**config.mk**
```make
export PLATFORM = sky130hd
export DESIGN_NAME = mii_rx_deframer
export DESIGN_NICKNAME = d
export VERILOG_FILES = /design/src/rtl/mii_rx_deframer.sv
export SDC_FILE = /design/constraint.sdc
export NUM_CORES = 1
export LEC_CHECK = 0
export BUFFER_PORTS_ARGS = -buffer_cell sky130_fd_sc_hd__buf_2
export CAP_MARGIN = 20
export CELL_PAD_IN_SITES_DETAIL_PLACEMENT = 1
export CELL_PAD_IN_SITES_GLOBAL_PLACEMENT = 1
export CORE_MARGIN = 1.5
export CORE_UTILIZATION = 46
export CTS_CLUSTER_DIAMETER = 50
export DETAILED_ROUTE_END_ITERATION = 12
export GPL_TIMING_DRIVEN = 0
export PLACE_DENSITY_LB_ADDON = 0.1
export REMOVE_ABC_BUFFERS = 1
export SLEW_MARGIN = 20
export SYNTH_ARGS = -nofsm -noshare
export SYNTH_HDL_FRONTEND = slang
export SYNTH_SLANG_ARGS = --single-unit
export TNS_END_PERCENT = 50
```
**constraint.sdc**
```tcl
create_clock -name clk -period 2.3 [get_ports clk]
set_clock_uncertainty 0.15 [all_clocks]
set_input_delay 0 -clock clk [delete_from_list [all_inputs] [get_ports clk]]
set_output_delay 0 -clock clk [all_outputs]
set_load 0.01 [all_outputs]
```
**src/rtl/mii_rx_deframer.sv**
```systemverilog
// rtl/mii_rx_deframer.sv - 4-bit MII receive to byte-wide frame stream deframer
module mii_rx_deframer #(
    parameter int MIN_PREAMBLE_NIBBLES = 2,
    parameter int MAX_FRAME_BYTES      = 1522
) (
    input  logic       clk,
    input  logic       rst,
    input  logic [3:0] mii_rxd,
    input  logic       mii_rx_dv,
    input  logic       mii_rx_er,
    output logic       out_frame_valid,
    output logic       out_data_valid,
    output logic       out_error,
    output logic [7:0] out_data,
    output logic       drop_pulse
);
    localparam int BW = $clog2(MAX_FRAME_BYTES + 1);
    localparam int NW = $clog2(MIN_PREAMBLE_NIBBLES + 2);
    localparam logic [BW-1:0] MAX_CNT = BW'(MAX_FRAME_BYTES);
    localparam logic [NW-1:0] MIN_CNT = NW'(MIN_PREAMBLE_NIBBLES);

    typedef enum logic [2:0] {S_IDLE, S_PREAMBLE, S_LOW, S_HIGH, S_DROP} state_t;

    state_t        r_state;
    logic [3:0]    r_rxd;
    logic [3:0]    r_lo;
    logic          r_dv;
    logic          r_er;
    logic          r_dv_prev;
    logic          r_in_valid;
    logic [NW-1:0] r_pre_cnt;
    logic [BW-1:0] r_byte_cnt;
    logic          w_dv_rise;

    assign w_dv_rise = r_dv & ~r_dv_prev;

    // r_dv holds a reset value, not a real sample, on the first edge after reset;
    // keep r_dv_prev high until r_dv is genuine so a frame already in flight is ignored.
    always_ff @(posedge clk or posedge rst) begin
        if (rst) begin
            r_rxd      <= 4'h0;
            r_dv       <= 1'b0;
            r_er       <= 1'b0;
            r_dv_prev  <= 1'b1;
            r_in_valid <= 1'b0;
        end else begin
            r_rxd      <= mii_rxd;
            r_dv       <= mii_rx_dv;
            r_er       <= mii_rx_er;
            r_dv_prev  <= r_in_valid ? r_dv : 1'b1;
            r_in_valid <= 1'b1;
        end
    end

    always_ff @(posedge clk or posedge rst) begin
        if (rst) begin
            r_state         <= S_IDLE;
            r_lo            <= 4'h0;
            r_pre_cnt       <= '0;
            r_byte_cnt      <= '0;
            out_frame_valid <= 1'b0;
            out_data_valid  <= 1'b0;
            out_error       <= 1'b0;
            out_data        <= 8'h00;
            drop_pulse      <= 1'b0;
        end else begin
            out_data_valid <= 1'b0;
            drop_pulse     <= 1'b0;
            case (r_state)
                S_IDLE: begin
                    out_frame_valid <= 1'b0;
                    out_error       <= 1'b0;
                    if (w_dv_rise) begin
                        if (r_rxd == 4'h5) begin
                            r_pre_cnt <= NW'(1);
                            r_state   <= S_PREAMBLE;
                        end else begin
                            r_state <= S_DROP;
                        end
                    end
                end
                S_PREAMBLE: begin
                    if (!r_dv) begin
                        drop_pulse <= 1'b1;
                        r_state    <= S_IDLE;
                    end else if (r_rxd == 4'h5) begin
                        if (r_pre_cnt < MIN_CNT)
                            r_pre_cnt <= r_pre_cnt + NW'(1);
                    end else if (r_rxd == 4'hD && r_pre_cnt >= MIN_CNT) begin
                        out_frame_valid <= 1'b1;
                        r_byte_cnt      <= '0;
                        r_state         <= S_LOW;
                    end else begin
                        drop_pulse <= 1'b1;
                        r_state    <= S_DROP;
                    end
                end
                S_DROP: begin
                    if (!r_dv)
                        r_state <= S_IDLE;
                end
                S_LOW: begin
                    if (!r_dv) begin
                        out_frame_valid <= 1'b0;
                        out_error       <= 1'b0;
                        r_state         <= S_IDLE;
                    end else begin
                        r_lo <= r_rxd;
                        if (r_er)
                            out_error <= 1'b1;
                        r_state <= S_HIGH;
                    end
                end
                S_HIGH: begin
                    if (!r_dv) begin
                        // Odd nibble count: hold frame_valid one more cycle with error set.
                        out_error <= 1'b1;
                        r_state   <= S_IDLE;
                    end else begin
                        if (r_er)
                            out_error <= 1'b1;
                        if (r_byte_cnt == MAX_CNT) begin
                            out_error <= 1'b1;
                        end else begin
                            out_data       <= {r_rxd, r_lo};
                            out_data_valid <= 1'b1;
                            r_byte_cnt     <= r_byte_cnt + BW'(1);
                        end
                        r_state <= S_LOW;
                    end
                end
                default: r_state <= S_IDLE;
            endcase
        end
    end
endmodule

```
# Yosys cells after proc, flatten, opt, wreduce, memory -nomap -nowiden
# Index checks and enable logic that the tools add are counted.
# Widths: inputs -> output; s select.
word_totals:
  register_bits: 40
  input_bits: 8
  out_inout_bits: 12
  elab_cells: 91
op_classes:
  add_sub_neg: 2
  n_lt_le_gt_ge: 2
  n_eq_ne: 19
  n_mux: 39
  bitwise: 3
  reduce_logical: 12
op_table:
  columns: ["operator", "count"]
  rows:
  - ["$mux 11", 5]
  - ["$ne 2x2->1 const B", 11]
  - ["$pmux 11 s2", 1]
  - ["$mux 3", 6]
  - ["$mux 1", 16]
  - ["$pmux 3 s5", 1]
  - ["$mux 2", 7]
  - ["$reduce_and 6->1", 2]
  - ["$add 11x1->11 const B", 1]
  - ["$eq 11x11->1 const B", 1]
  - ["$eq 3x2->1 const B", 2]
  - ["$pmux 1 s3", 2]
  - ["$reduce_and 3->1", 2]
  - ["$reduce_bool 3->1", 2]
  - ["$reduce_and 5->1", 1]
  - ["$eq 4x3->1 const B", 1]
  - ["$eq 4x4->1 const B", 1]
  - ["$pmux 2 s2", 1]
  - ["$reduce_bool 2->1", 2]
  - ["$eq 3x1->1 const B", 1]
  - ["$eq 3x3->1 const B", 1]
  - ["$logic_not 3->1", 1]
  - ["$ne 3x3->1 const B", 1]
  - ["$add 2x1->2 const B", 1]
  - ["other kinds (6)", 7]

# Longest topological paths before layout
depth:
  word_depth: 6
  depth_mapped: 7
  ltp_nobuf: 7

# Least setup slack after synthesis
# OpenSTA, ideal clock, no wires.
synth_timing:
  path_type: "reg2reg"
  startpoint: "reg r_byte_cnt[0]"
  endpoint: "reg r_byte_cnt[2]"
  setup_time_ps: 126
  t_arrival_ps: 1760
  path_slack_ps: 264
  path_stages_with_launch: 8
  n_path_buf: 1
  synth_period_minus_slack_ps: 2036
  path_cell_list: "dfrtp_1 > inv_1 > ha_1 > nand4bb_1 > o41ai_4 > inv_4 > buf_6 > a221o_1"
synth_via:
  elab_chain_cells: 4
synth_lines:
  columns: ["item", "line", "source"]
  rows:
  - ["from (decl)", "32", "logic [BW-1:0] r_byte_cnt;"]
  - ["from (signal assigned)", "127", "r_byte_cnt <= r_byte_cnt + BW'(1);"]
  - ["$add 11x1->11", "127", null]
  - ["$mux 11", "122", "if (r_byte_cnt == MAX_CNT) begin"]
  - ["$mux 11", "115", "if (!r_dv) begin"]
  - ["$pmux 11 s2", "69", "case (r_state)"]
# Several ways; a longest one is shown, not always the timed one. The select of a mux whose other input is x is not followed.
# A chain may end at the register's enable or synchronous reset.

# Final worst setup path
layout_timing:
  startpoint: "reg r_byte_cnt[0]"
  endpoint: "reg r_byte_cnt[10]"
# The elaborated chain is that of the path after synthesis.

==> impl_results.md <==
* Diode count at 0
* CTS tree: done
* Pre-CTS setup slack at -116.6 ps
* Routed vias at around 1400
* Routability cong. at 0.8354
* CP Capture Type: flop
* Full die area at between 4000 and 5000 um2
* Reg clk slew, reported paths at 80 ps
* Fin worst setup slack at 135.7 ps
* First-pass GRT wire length at a little under 7000 um
* Crit Path Class: flop to flop
* Initial antenna violation count at 0
* Dominant synthesized flop cell: dfrtp_1
* CTS root buffer: clkbuf_8
* Final setup viols at 0
* Worst hold slack at 51.52 ps
* Met3 Track Usage GR at 0.05912
* Post-synthesis to final-layout area growth at 18.04%
* Worst r2r src: r_byte_cnt[0]
* Number of synthesized flops with an enable pin at 0
* Number of global-route vias before repair at 1435
* Port Buf Inserts at 19
* Top cells by count, synth: 39 x dfrtp_1, 11 x mux2_2, 9 x a21oi_1, 9 x nand2_1, 9 x nor2_1
* Critical path startpoint category: flop
* Worst Path Arrival at 2190 ps
* Num rows at 22
* Max-slew violations at 0
* CP top delay family: compound AO/OA/AOI/OAI gates
* Clock latency on the worst-skew pair at 290 ps
* Synth warn at 0
* DR DRC count at 0
* Clock Path Buffers at 2
* #FFs+latches synth at 40
* Initial core utilization at 0.4947
* Dominant cell by count in the synthesized netlist: dfrtp_1
* FILL cells at approximately 380
* Worst path bufs/invs at 2
* Fraction of layout cells with a size suffix above 1 at 0.2684
* Max Fclk at around 460 MHz
* Die Width at between 60 and 70 um
* Least-Margin Pin Slew at 675.0 ps
* Remaining antenna violation count at 0
* Grt ovf at 0
* Sequential cell area fraction in the yosys report at 0.5372
* Clock Sinks at 40
* Asr flop ratio synth at 1.000
* Cell area after synthesis at 1866 um2
* Starting DRT DRC Count at 50
* TritonCTS buffer count at 5
* Met1 Resource Use GR at 0.2511
* Status: finished clean
* Total GRT Usage at 0.2069
* Io pins at 20
* H-tree depth at 2
* Core ar. at 3771 um2
* WP data required at 2330 ps
* Largest cells by area after synthesis: dfrtp_1 52%, mux2_2 6.6%, a21oi_1 2.4%
* Setup_tns at 0 ps
* Hold Fails Final Rpt at 0
* Syn Area/Cell at 11.66 um2
* Grt met2 use at 0.3575
* Flop-to-flop setup slack at between 100 and 150 ps
* Min-delay worst type: input pin to async pin
* Crit path launch: r_byte_cnt[0]
* Slowest CP cell: dfrtp_1
* Global routing's busiest layer: met2
* TritonRoute pass-1 iters at 4
* Final instance area at between 2000 and 2500 um2
* P_leak at 1.076 nW
* Syn Inst Count at 160
* Peak supply drop at approximately 0.00049 V
* HPWL Detailed at 2710 um
* Final net count at 200
* Share of the synthesized area in the top cell type at 0.5231
* Via-to-Cell Ratio at 5.714
* DR WL/cell at 16.65 um
* Min Tclk post-route at around 2200 ps
* Number of distinct library cells after synthesis at 44
* Relative slew slack at 0.5490
* Pwr dens at 618.8 nW/um2
* Overall die height at 66.68 um
* CP cell instances: inv_1 -> ha_1 -> nand4bb_1 -> o41ai_4 -> inv_4 -> and3_1 -> a221o_1
* Largest net degree at the start of global routing at 29
* Final period utilization at 0.9410
* Max-Cap Viols at 0
* Final Power at 1.363 mW
* Final wirelength at around 4000 um
* Worst Path Max Fanout at 19
* Delay of the slowest cell on the worst path at between 400 and 500 ps
* Area after DPL at 2002 um2
* Post-synth top area cell: dfrtp_1
* RSZ-0062 raised after global routing: no
==> layout by cell type (no fill, tap or decap), types with 2 or more instances in the layout <==
master	instances
mux2_2	11
buf_2	19
inv_1	6
xnor2_1	2
a21oi_1	9
nor2_1	9
nor4_1	2
a221o_1	4
dlygate4sd3_1	7
nand2_1	9
and4b_1	2
a211o_1	4
nand2b_1	3
a22o_1	2
nor3b_1	2
ha_1	3
nor3_1	2
a31oi_1	2
clkbuf_8	5
o21ai_0	8
dfrtp_1	39
mux2_4	2
nand3_1	4
and4_1	2
and3_1	6
nand4_1	2
==> report_power, final <==
group / switching, mW / internal (mW) / total [mW]
Combinational: 0.0344 / 0.0299 / 0.0643
Clock: 0.246 / 0.321 / 0.567
Sequential: 0.0152 / 0.717 / 0.732
==> metrics by stage <==
stage | utilization | std cells
6_report | 0.5839 | 238
5_1_grt | 0.5839 | 238
4_1_cts | 0.5820 | 238
3_5_place_dp | 0.5309 | 222
3_3_place_gp | 0.5255 | 221
2_1_floorplan | - | 154
==> sequential cells by signal, summed over array words and instances, names as in the netlist <==
register         flops
r_state              3
out_frame_valid      1
r_byte_cnt          11
r_pre_cnt            2
r_in_valid           1
r_rxd                4
r_er                 1
out_data_valid       1
r_dv                 1
r_dv_prev            1
drop_pulse           1
r_lo                 4
out_error            1
out_data             8
==> area by class of cell <==
class / instances / area [um2] / share of cell area
Timing Repair Buffer: 28 / 192.7 / 0.08750
Clock inverter: 3 / 42.54 / 0.01932
Tap cell: 48 / 60.06 / 0.02727
Multi-Input combinational cell: 106 / 803.3 / 0.3648
Inverter: 8 / 32.53 / 0.01477
Clock buffer: 5 / 68.82 / 0.03125
Sequential cell: 40 / 1002 / 0.4551
==> cells by family (layout without fill, tap and decap cells) <==
| kind of cell | Yosys count | in the layout | synth area share |
|---|---|---|---|
| simple gates | 48 | 48 | 0.1516 |
| flops | 40 | 40 | 0.5372 |
| compound gates | 39 | 39 | 0.1590 |
| buf+inv | 14 | 44 | 0.03823 |
| mux | 13 | 13 | 0.08250 |
| fa+ha+maj | 3 | 3 | 0.02012 |
| xor+xnor | 2 | 2 | 0.009391 |
| other cells | 1 | 1 | 0.002010 |
==> final timing paths <==
check / endpoint / cells past startpoint
setup / recovery: r_byte_cnt[10] / 7
hold / removal: out_frame_valid / 3
setup reg to reg: r_byte_cnt[10] / 7
hold reg to reg: r_dv_prev / 1
max in group asynchronous: out_data[7] / 4
min in group clk: r_rxd[2] / 2
==> worst reg2reg max path: stages (launching register included) <==
cell	delay, ps
dfrtp_1	430
inv_1	70
ha_1	140
nand4bb_1	210
o41ai_4	380
inv_4	180
and3_1	220
a221o_1	260
==> routing by layer <==
layer,vias up,share of wire
met2,22,0.52
met1,687,0.43
li1,644,-
met3,7,0.034
met4,0,0.015
met5,-,0
==> what timing repair did <==
| item | in CTS | in global routing |
|---|---|---|
| endpoints found under the setup margin | 11 | 10 |
| endpoints found under the hold margin | 46 | 0 |
| gates resized for setup | 1 | 1 |
| pin swaps | 1 | 1 |
| hold buffers | 7 | 0 |
| gates cloned | 0 | 0 |
| setup buffers | 1 | 0 |
(Power assumes the default switching activity.)
